--- config.mk ---
export PLATFORM = sky130hd
export DESIGN_NAME = fetch_seq_ctrl
export DESIGN_NICKNAME = d
export VERILOG_FILES = /design/src/rtl/fetch_seq_pkg.sv /design/src/rtl/fetch_seq_ctrl_redirect_hold.sv /design/src/rtl/fetch_seq_ctrl.sv
export SDC_FILE = /design/constraint.sdc
export NUM_CORES = 1
export LEC_CHECK = 0
export BUFFER_PORTS_ARGS = -buffer_cell sky130_fd_sc_hd__buf_4
export CAP_MARGIN = 20
export CORE_MARGIN = 4
export CORE_UTILIZATION = 56
export DETAILED_ROUTE_END_ITERATION = 12
export PLACE_DENSITY = 0.81
export SLEW_MARGIN = 20
export SYNTH_ARGS = -nofsm -noshare
export SYNTH_HDL_FRONTEND = slang
export SYNTH_HIERARCHICAL = 1
export SYNTH_SLANG_ARGS = --single-unit
--- constraint.sdc ---
create_clock -name clk_i -period 2.9 [get_ports clk_i]
set_input_delay 0.29 -clock clk_i [delete_from_list [all_inputs] [get_ports clk_i]]
set_output_delay 0.29 -clock clk_i [all_outputs]
set_load 0.02 [all_outputs]
--- src/rtl/fetch_seq_pkg.sv ---
// Shared types for the mig-u fetch sequencer.
//   fetch_state_t : sequencer FSM states
//   redir_kind_t  : kind of a held redirect (none / branch / exception)
//   pend_entry_t  : pending-redirect entry at the default PC width
package fetch_seq_pkg;

    localparam int unsigned DefAddrWidth    = 18;
    localparam int unsigned DefInsnSizeBits = 2;
    localparam int unsigned DefPcWidth      = DefAddrWidth - DefInsnSizeBits;

    typedef enum logic [1:0] {
        StReset = 2'd0,
        StBoot  = 2'd1,
        StRun   = 2'd2,
        StHalt  = 2'd3
    } fetch_state_t;

    // Encoding is ordered by rank so a larger value always wins.
    typedef enum logic [1:0] {
        RedirNone = 2'd0,
        RedirBr   = 2'd1,
        RedirExc  = 2'd2
    } redir_kind_t;

    typedef struct packed {
        redir_kind_t             kind;
        logic [DefPcWidth-1:0]   target;
    } pend_entry_t;

endpackage

--- src/rtl/fetch_seq_ctrl_redirect_hold.sv ---
// One-entry pending-redirect register.
//   capture_i    : sample live exc/br requests into the entry
//   clear_i      : entry consumed, return to empty (wins over capture)
//   exc_*/br_*   : live redirect requests and targets
//   kind_o       : kind of the held entry
//   target_o     : held target word address
// An exception overwrites anything; a branch never overwrites a held exception.
module redirect_hold
    import fetch_seq_pkg::*;
#(
    parameter int unsigned W = DefPcWidth
) (
    input  logic         clk_i,
    input  logic         rst_i,
    input  logic         capture_i,
    input  logic         clear_i,
    input  logic         exc_req_i,
    input  logic [W-1:0] exc_vec_i,
    input  logic         br_req_i,
    input  logic [W-1:0] br_target_i,
    output redir_kind_t  kind_o,
    output logic [W-1:0] target_o
);

    redir_kind_t  kind_q, kind_d;
    logic [W-1:0] target_q, target_d;

    always_comb begin
        kind_d   = kind_q;
        target_d = target_q;
        if (clear_i) begin
            kind_d = RedirNone;
        end else if (capture_i) begin
            if (exc_req_i) begin
                kind_d   = RedirExc;
                target_d = exc_vec_i;
            end else if (br_req_i && (kind_q != RedirExc)) begin
                kind_d   = RedirBr;
                target_d = br_target_i;
            end
        end
    end

    always_ff @(posedge clk_i or posedge rst_i) begin
        if (rst_i) begin
            kind_q   <= RedirNone;
            target_q <= '0;
        end else begin
            kind_q   <= kind_d;
            target_q <= target_d;
        end
    end

    assign kind_o   = kind_q;
    assign target_o = target_q;

endmodule

--- src/rtl/fetch_seq_ctrl.sv ---
// Fetch sequencer: owns the fetch PC and drives the imem request port.
//   rst_pc_i               : boot word address, sampled in BOOT
//   exc_req_i / exc_vec_i  : exception redirect (highest priority)
//   br_req_i / br_target_i : branch redirect
//   halt_req_i / resume_i  : stop / restart fetching
//   imem_req_o/imem_addr_o : registered fetch request and word address
//   imem_ready_i           : imem accepts the request this cycle
//   halted_o               : sequencer is in HALT
//   pc_wrap_o              : sticky, sequential PC wrapped past all-ones
module fetch_seq_ctrl
    import fetch_seq_pkg::*;
#(
    parameter int unsigned ADDR_WIDTH     = DefAddrWidth,
    parameter int unsigned INSN_SIZE_BITS = DefInsnSizeBits,
    localparam int unsigned W             = ADDR_WIDTH - INSN_SIZE_BITS
) (
    input  logic         clk_i,
    input  logic         rst_i,
    input  logic [W-1:0] rst_pc_i,
    input  logic         exc_req_i,
    input  logic [W-1:0] exc_vec_i,
    input  logic         br_req_i,
    input  logic [W-1:0] br_target_i,
    input  logic         halt_req_i,
    input  logic         resume_i,
    output logic         imem_req_o,
    output logic [W-1:0] imem_addr_o,
    input  logic         imem_ready_i,
    output logic         halted_o,
    output logic         pc_wrap_o
);

    fetch_state_t state_q, state_d;
    logic         req_q, req_d;
    logic [W-1:0] addr_q, addr_d;
    logic         halted_q, halted_d;
    logic         wrap_q, wrap_d;
    logic         halt_pend_q, halt_pend_d;

    redir_kind_t  pend_kind;
    logic [W-1:0] pend_target;
    logic         hold_capture, hold_clear;

    logic         accept;
    logic [W:0]   inc_full;
    logic         redir_taken;
    logic [W-1:0] redir_addr;

    redirect_hold #(
        .W (W)
    ) u_redirect_hold (
        .clk_i       (clk_i),
        .rst_i       (rst_i),
        .capture_i   (hold_capture),
        .clear_i     (hold_clear),
        .exc_req_i   (exc_req_i),
        .exc_vec_i   (exc_vec_i),
        .br_req_i    (br_req_i),
        .br_target_i (br_target_i),
        .kind_o      (pend_kind),
        .target_o    (pend_target)
    );

    assign accept   = (state_q == StRun) && req_q && imem_ready_i;
    assign inc_full = {1'b0, addr_q} + {{W{1'b0}}, 1'b1};

    // Redirect priority: live exc, held exc, live br, held br.
    // Falls back to the current address when nothing redirects.
    always_comb begin
        redir_taken = 1'b1;
        redir_addr  = addr_q;
        if (exc_req_i) begin
            redir_addr = exc_vec_i;
        end else if (pend_kind == RedirExc) begin
            redir_addr = pend_target;
        end else if (br_req_i) begin
            redir_addr = br_target_i;
        end else if (pend_kind == RedirBr) begin
            redir_addr = pend_target;
        end else begin
            redir_taken = 1'b0;
        end
    end

    always_comb begin
        state_d      = state_q;
        req_d        = req_q;
        addr_d       = addr_q;
        halted_d     = halted_q;
        wrap_d       = wrap_q;
        halt_pend_d  = halt_pend_q;
        hold_capture = 1'b0;
        hold_clear   = 1'b0;
        case (state_q)
            StReset: begin
                state_d = StBoot;
            end
            StBoot: begin
                state_d = StRun;
                req_d   = 1'b1;
                addr_d  = rst_pc_i;
            end
            StRun: begin
                if (accept) begin
                    // Any chosen redirect supersedes whatever was held.
                    hold_clear = 1'b1;
                    if (redir_taken) begin
                        addr_d = redir_addr;
                    end else begin
                        addr_d = inc_full[W-1:0];
                        if (inc_full[W]) begin
                            wrap_d = 1'b1;
                        end
                    end
                    if (halt_req_i || halt_pend_q) begin
                        state_d     = StHalt;
                        req_d       = 1'b0;
                        halted_d    = 1'b1;
                        halt_pend_d = 1'b0;
                    end
                end else if (req_q) begin
                    // Stalled: request stays put, redirects/halt are remembered.
                    hold_capture = 1'b1;
                    if (halt_req_i) begin
                        halt_pend_d = 1'b1;
                    end
                end else if (halt_req_i) begin
                    state_d  = StHalt;
                    halted_d = 1'b1;
                end else begin
                    req_d = 1'b1;
                end
            end
            StHalt: begin
                if (resume_i && !halt_req_i) begin
                    state_d    = StRun;
                    req_d      = 1'b1;
                    halted_d   = 1'b0;
                    hold_clear = 1'b1;
                    addr_d     = redir_addr;
                end else begin
                    hold_capture = 1'b1;
                end
            end
            default: begin
                state_d = StReset;
            end
        endcase
    end

    always_ff @(posedge clk_i or posedge rst_i) begin
        if (rst_i) begin
            state_q     <= StReset;
            req_q       <= 1'b0;
            addr_q      <= '0;
            halted_q    <= 1'b0;
            wrap_q      <= 1'b0;
            halt_pend_q <= 1'b0;
        end else begin
            state_q     <= state_d;
            req_q       <= req_d;
            addr_q      <= addr_d;
            halted_q    <= halted_d;
            wrap_q      <= wrap_d;
            halt_pend_q <= halt_pend_d;
        end
    end

    assign imem_req_o  = req_q;
    assign imem_addr_o = addr_q;
    assign halted_o    = halted_q;
    assign pc_wrap_o   = wrap_q;

endmodule

==> impl_metrics.sql <==
INSERT INTO impl_metrics (metric_group, metric, value, unit) VALUES
('logic_synthesis', 'dominant_combinational_cell_family_by_area_after_synthesis', 'compound AO/OA/AOI/OAI gates', ''),
('status', 'outcome', 'complete, no violations', ''),
('worst_setup_path', 'rrSetupSlack', '530', 'ps'),
('logic_synthesis', 'synth_largest_area_cell', 'sky130_fd_sc_hd__dfrtp_1', ''),
('clocking', 'ctsHoldBuffers', '0', ''),
('final_layout', 'insertedDiodeCount', '0', ''),
('routing', 'dr.first_iter.drc_count', '537', ''),
('routing', 'detail_route.wl_per_cell', '20.70', 'µm'),
('clocking', 'cts_root_buffer', 'sky130_fd_sc_hd__clkbuf_8', ''),
('placed_design', 'dp.final_hpwl', '8.626', 'mm'),
('die', 'start_util', '59.01', '%'),
('clocking', 'clk_pin_slew_worst_paths', '90', 'ps'),
('die', 'floorplan.die.width', '87.69', 'µm'),
('sta', 'hold_ws', '98.38', 'ps'),
('global_route', 'overflow', '0', ''),
('die', 'dieHeight', '87.69', 'µm'),
('worst_setup_path', 'r2r.worst_path.cells', '7', ''),
('global_route', 'pin_count_of_the_biggest_net_entering_global_routing', '46', ''),
('routing', 'vias_per_cell', '6.836', ''),
('logic_synthesis', 'synth-seq-area-share', '28.15', '%'),
('die', 'ioPinCount', '74', ''),
('clocking', 'postCtsSetupRepairBufs', '0', ''),
('worst_setup_path', 'required', '3080', 'ps'),
('logic_synthesis', 'synth_nets', '480', ''),
('logic_synthesis', 'synthCells', '424', ''),
('die', 'fp.dieArea', '7689', 'µm²'),
('logic_synthesis', 'synth_fa_ha_area_share', '0.3519', '%'),
('worst_setup_path', 'series_of_cell_instances_along_the_critical_path', 'nand2b_1 > o21ai_0 > and2_1 > inv_1 > a2111oi_4 > buf_4 > mux2_2', ''),
('logic_synthesis', 'synth-edff-count', '0', ''),
('final_layout', 'final_layout_size_suffix_gt1_share', '28.69', '%'),
('sta', 'timing.final.crit_share', '81.59', '%'),
('clocking', 'postCtsResizedCells', '0', ''),
('sta', 'setup_total_negative_slack', '0', 'ps'),
('worst_setup_path', 'critical_path_depth', '7', ''),
('worst_setup_path', 'crit_path_end_kind', 'flop', ''),
('sta', 'finalCriticalPeriod', '2366', 'ps'),
('power_and_ir_drop', 'vdd.ir_drop.worst', '0.5896', 'mV'),
('routing', 'via_count', '3801', ''),
('job', 'number_of_max_cap_violations', '0', ''),
('placed_design', 'place.detailed.instances', '549', ''),
('logic_synthesis', 'synth.most_common_cell', 'sky130_fd_sc_hd__dfrtp_1', ''),
('clocking', 'clock_latency_on_the_worst_skew_pair', '300', 'ps'),
('routing', 'ant_nets', '0', ''),
('die', 'core_area', '6026', 'µm²'),
('worst_setup_path', 'path_delay_family', 'compound AO/OA/AOI/OAI gates', ''),
('sta', 'pins_over_slew_limit', '0', ''),
('logic_synthesis', 'post-synth-top-area-fraction', '28.15', '%'),
('logic_synthesis', 'synth.cells.most_frequent', 'sky130_fd_sc_hd__dfrtp_1 (40), sky130_fd_sc_hd__mux2_2 (33), sky130_fd_sc_hd__nand2_1 (33)', ''),
('global_route', 'antenna_found_initial', '0', ''),
('worst_hold_path', 'timing.hold.worst.class', 'input port to async pin', ''),
('worst_setup_path', 'slowest_stage', 'sky130_fd_sc_hd__dfrtp_1', ''),
('worst_setup_path', 'critical_path.max_stage_delay', '490', 'ps'),
('logic_synthesis', 'share_of_cell_area_taken_by_muxes_after_synthesis', '10.73', '%'),
('final_layout', 'area_delta_synth_final', '17.17', '%'),
('sta', 'setup_repair_after_global_routing_missed_its_margin', 'false', ''),
('worst_setup_path', 'rr_endpoint', 'u_redirect_hold/target_o[8]', ''),
('sta', 'fmax', '422.6', 'MHz'),
('worst_setup_path', 'start_kind', 'flop', ''),
('routing', 'drt_first_pass_iters', '5', ''),
('logic_synthesis', 'avgSynthCellArea', '8.387', 'µm²'),
('sta', 'clock_skew', '11.13', 'ps'),
('logic_synthesis', 'synth.ff_latch_count', '40', ''),
('routing', 'routed_wirelength', '11.51', 'mm'),
('final_layout', 'final_net_count', '537', ''),
('placed_design', 'numPortBuffers', '73', ''),
('worst_setup_path', 'critical_path_class', 'flop to flop', ''),
('logic_synthesis', 'ys_async_sr_fraction', '100.0', '%'),
('logic_synthesis', 'synthSimpleGateAreaFrac', '23.47', '%'),
('placed_design', 'place.gp.congestion', '0.9985', ''),
('global_route', 'grt_use_total', '30.56', '%'),
('routing', 'route.detailed.drc', '0', '');
==> worst reg2reg max path, stage by stage (launching register included) <==
cell and delay [ps]:
sky130_fd_sc_hd__dfrtp_1 490, sky130_fd_sc_hd__nand2b_1 110, sky130_fd_sc_hd__o21ai_0 250, sky130_fd_sc_hd__and2_1 340
sky130_fd_sc_hd__inv_1 120, sky130_fd_sc_hd__a2111oi_4 270, sky130_fd_sc_hd__buf_4 290, sky130_fd_sc_hd__mux2_2 370
==> per-layer routing <==
metal	global-route usage (%)	wire length, µm
met5	0	0
met4	6.695	243
met3	4.139	1218
met2	48.36	5270
met1	44.56	4775
==> stage by stage <==
step                      worst slack [ps]  total power (W)  cell area, µm²  util [%]
after floorplan                      524.7         0.002868            3556         -
after global placement               681.9         0.003503            4089     67.86
after detailed placement             583.7         0.003581            4089     67.86
after CTS                            570.6         0.003959            4167     69.14
after global routing                 385.5         0.004271            4167     69.14
final                                533.8         0.004012            4167     69.14
==> state kept, by name (all words and copies together) (netlist names) <==
name	count
imem_addr_o	16
state_q	2
u_redirect_hold/kind_o	2
halt_pend_q	1
u_redirect_hold/target_o	16
pc_wrap_o	1
imem_req_o	1
halted_o	1
==> cells by family after synthesis <==
kind of cell | after synthesis
DFF | 40
adders and majority gates | 1
AOI/OAI and AO/OA | 147
and+or+nand+nor | 151
xor gates and xnor gates | 6
buffers and inverters | 45
muxes | 34
==> power breakdown <==
part	switching, W	leakage, nW	total, W	internal (W)
combinational	0.00131	1.18	0.00233	0.00102
sequential	0.000487	0.472	0.00131	0.000828
clock	0.000199	0.0410	0.000363	0.000164
==> layout by cell type (no fill, tap or decap), types with 5 or more instances in the layout <==
cell                        n
sky130_fd_sc_hd__nor2_1    25
sky130_fd_sc_hd__a21oi_1   20
sky130_fd_sc_hd__and3_1     7
sky130_fd_sc_hd__a211oi_1   9
sky130_fd_sc_hd__o22ai_1    8
sky130_fd_sc_hd__dfrtp_1   40
sky130_fd_sc_hd__nand2_1   33
sky130_fd_sc_hd__nor3_1    10
sky130_fd_sc_hd__and2_1     5
sky130_fd_sc_hd__inv_1     11
sky130_fd_sc_hd__and3b_1    5
sky130_fd_sc_hd__clkbuf_8   5
sky130_fd_sc_hd__buf_4     81
sky130_fd_sc_hd__mux2_2    33
sky130_fd_sc_hd__nand3_1   17
sky130_fd_sc_hd__o22a_1     5
sky130_fd_sc_hd__nor2b_1    6
sky130_fd_sc_hd__o211ai_1   7
sky130_fd_sc_hd__a31oi_1   15
sky130_fd_sc_hd__nand2b_1  13
sky130_fd_sc_hd__o21ai_1   12
sky130_fd_sc_hd__o21ai_0   26
sky130_fd_sc_hd__nor4_1     6
sky130_fd_sc_hd__nand4_1    5
==> worst max path at each step <==
stage	startpoint	end	slack [ps]
6_report	imem_req_o	u_redirect_hold/target_o[8]	530
5_1_grt	imem_req_o	u_redirect_hold/target_o[6]	390
4_1_cts	imem_req_o	u_redirect_hold/target_o[13]	570
3_5_place_dp	imem_req_o	u_redirect_hold/target_o[12]	580
3_3_place_gp	imem_ready_i	u_redirect_hold/target_o[14]	680
2_1_floorplan	imem_req_o	u_redirect_hold/target_o[0]	520
==> layout make-up <==
cell class                      instances  area [µm²]
Multi-Input combinational cell        339        2333
Fill cell                             529        1859
Sequential cell                        40        1001
Timing Repair Buffer                   81       608.1
Tap cell                               75       93.84
Clock buffer                            6       72.57
Inverter                               14       52.55
Clock inverter                          1       5.005
No activity file was read; power rests on OpenSTA's default activity.
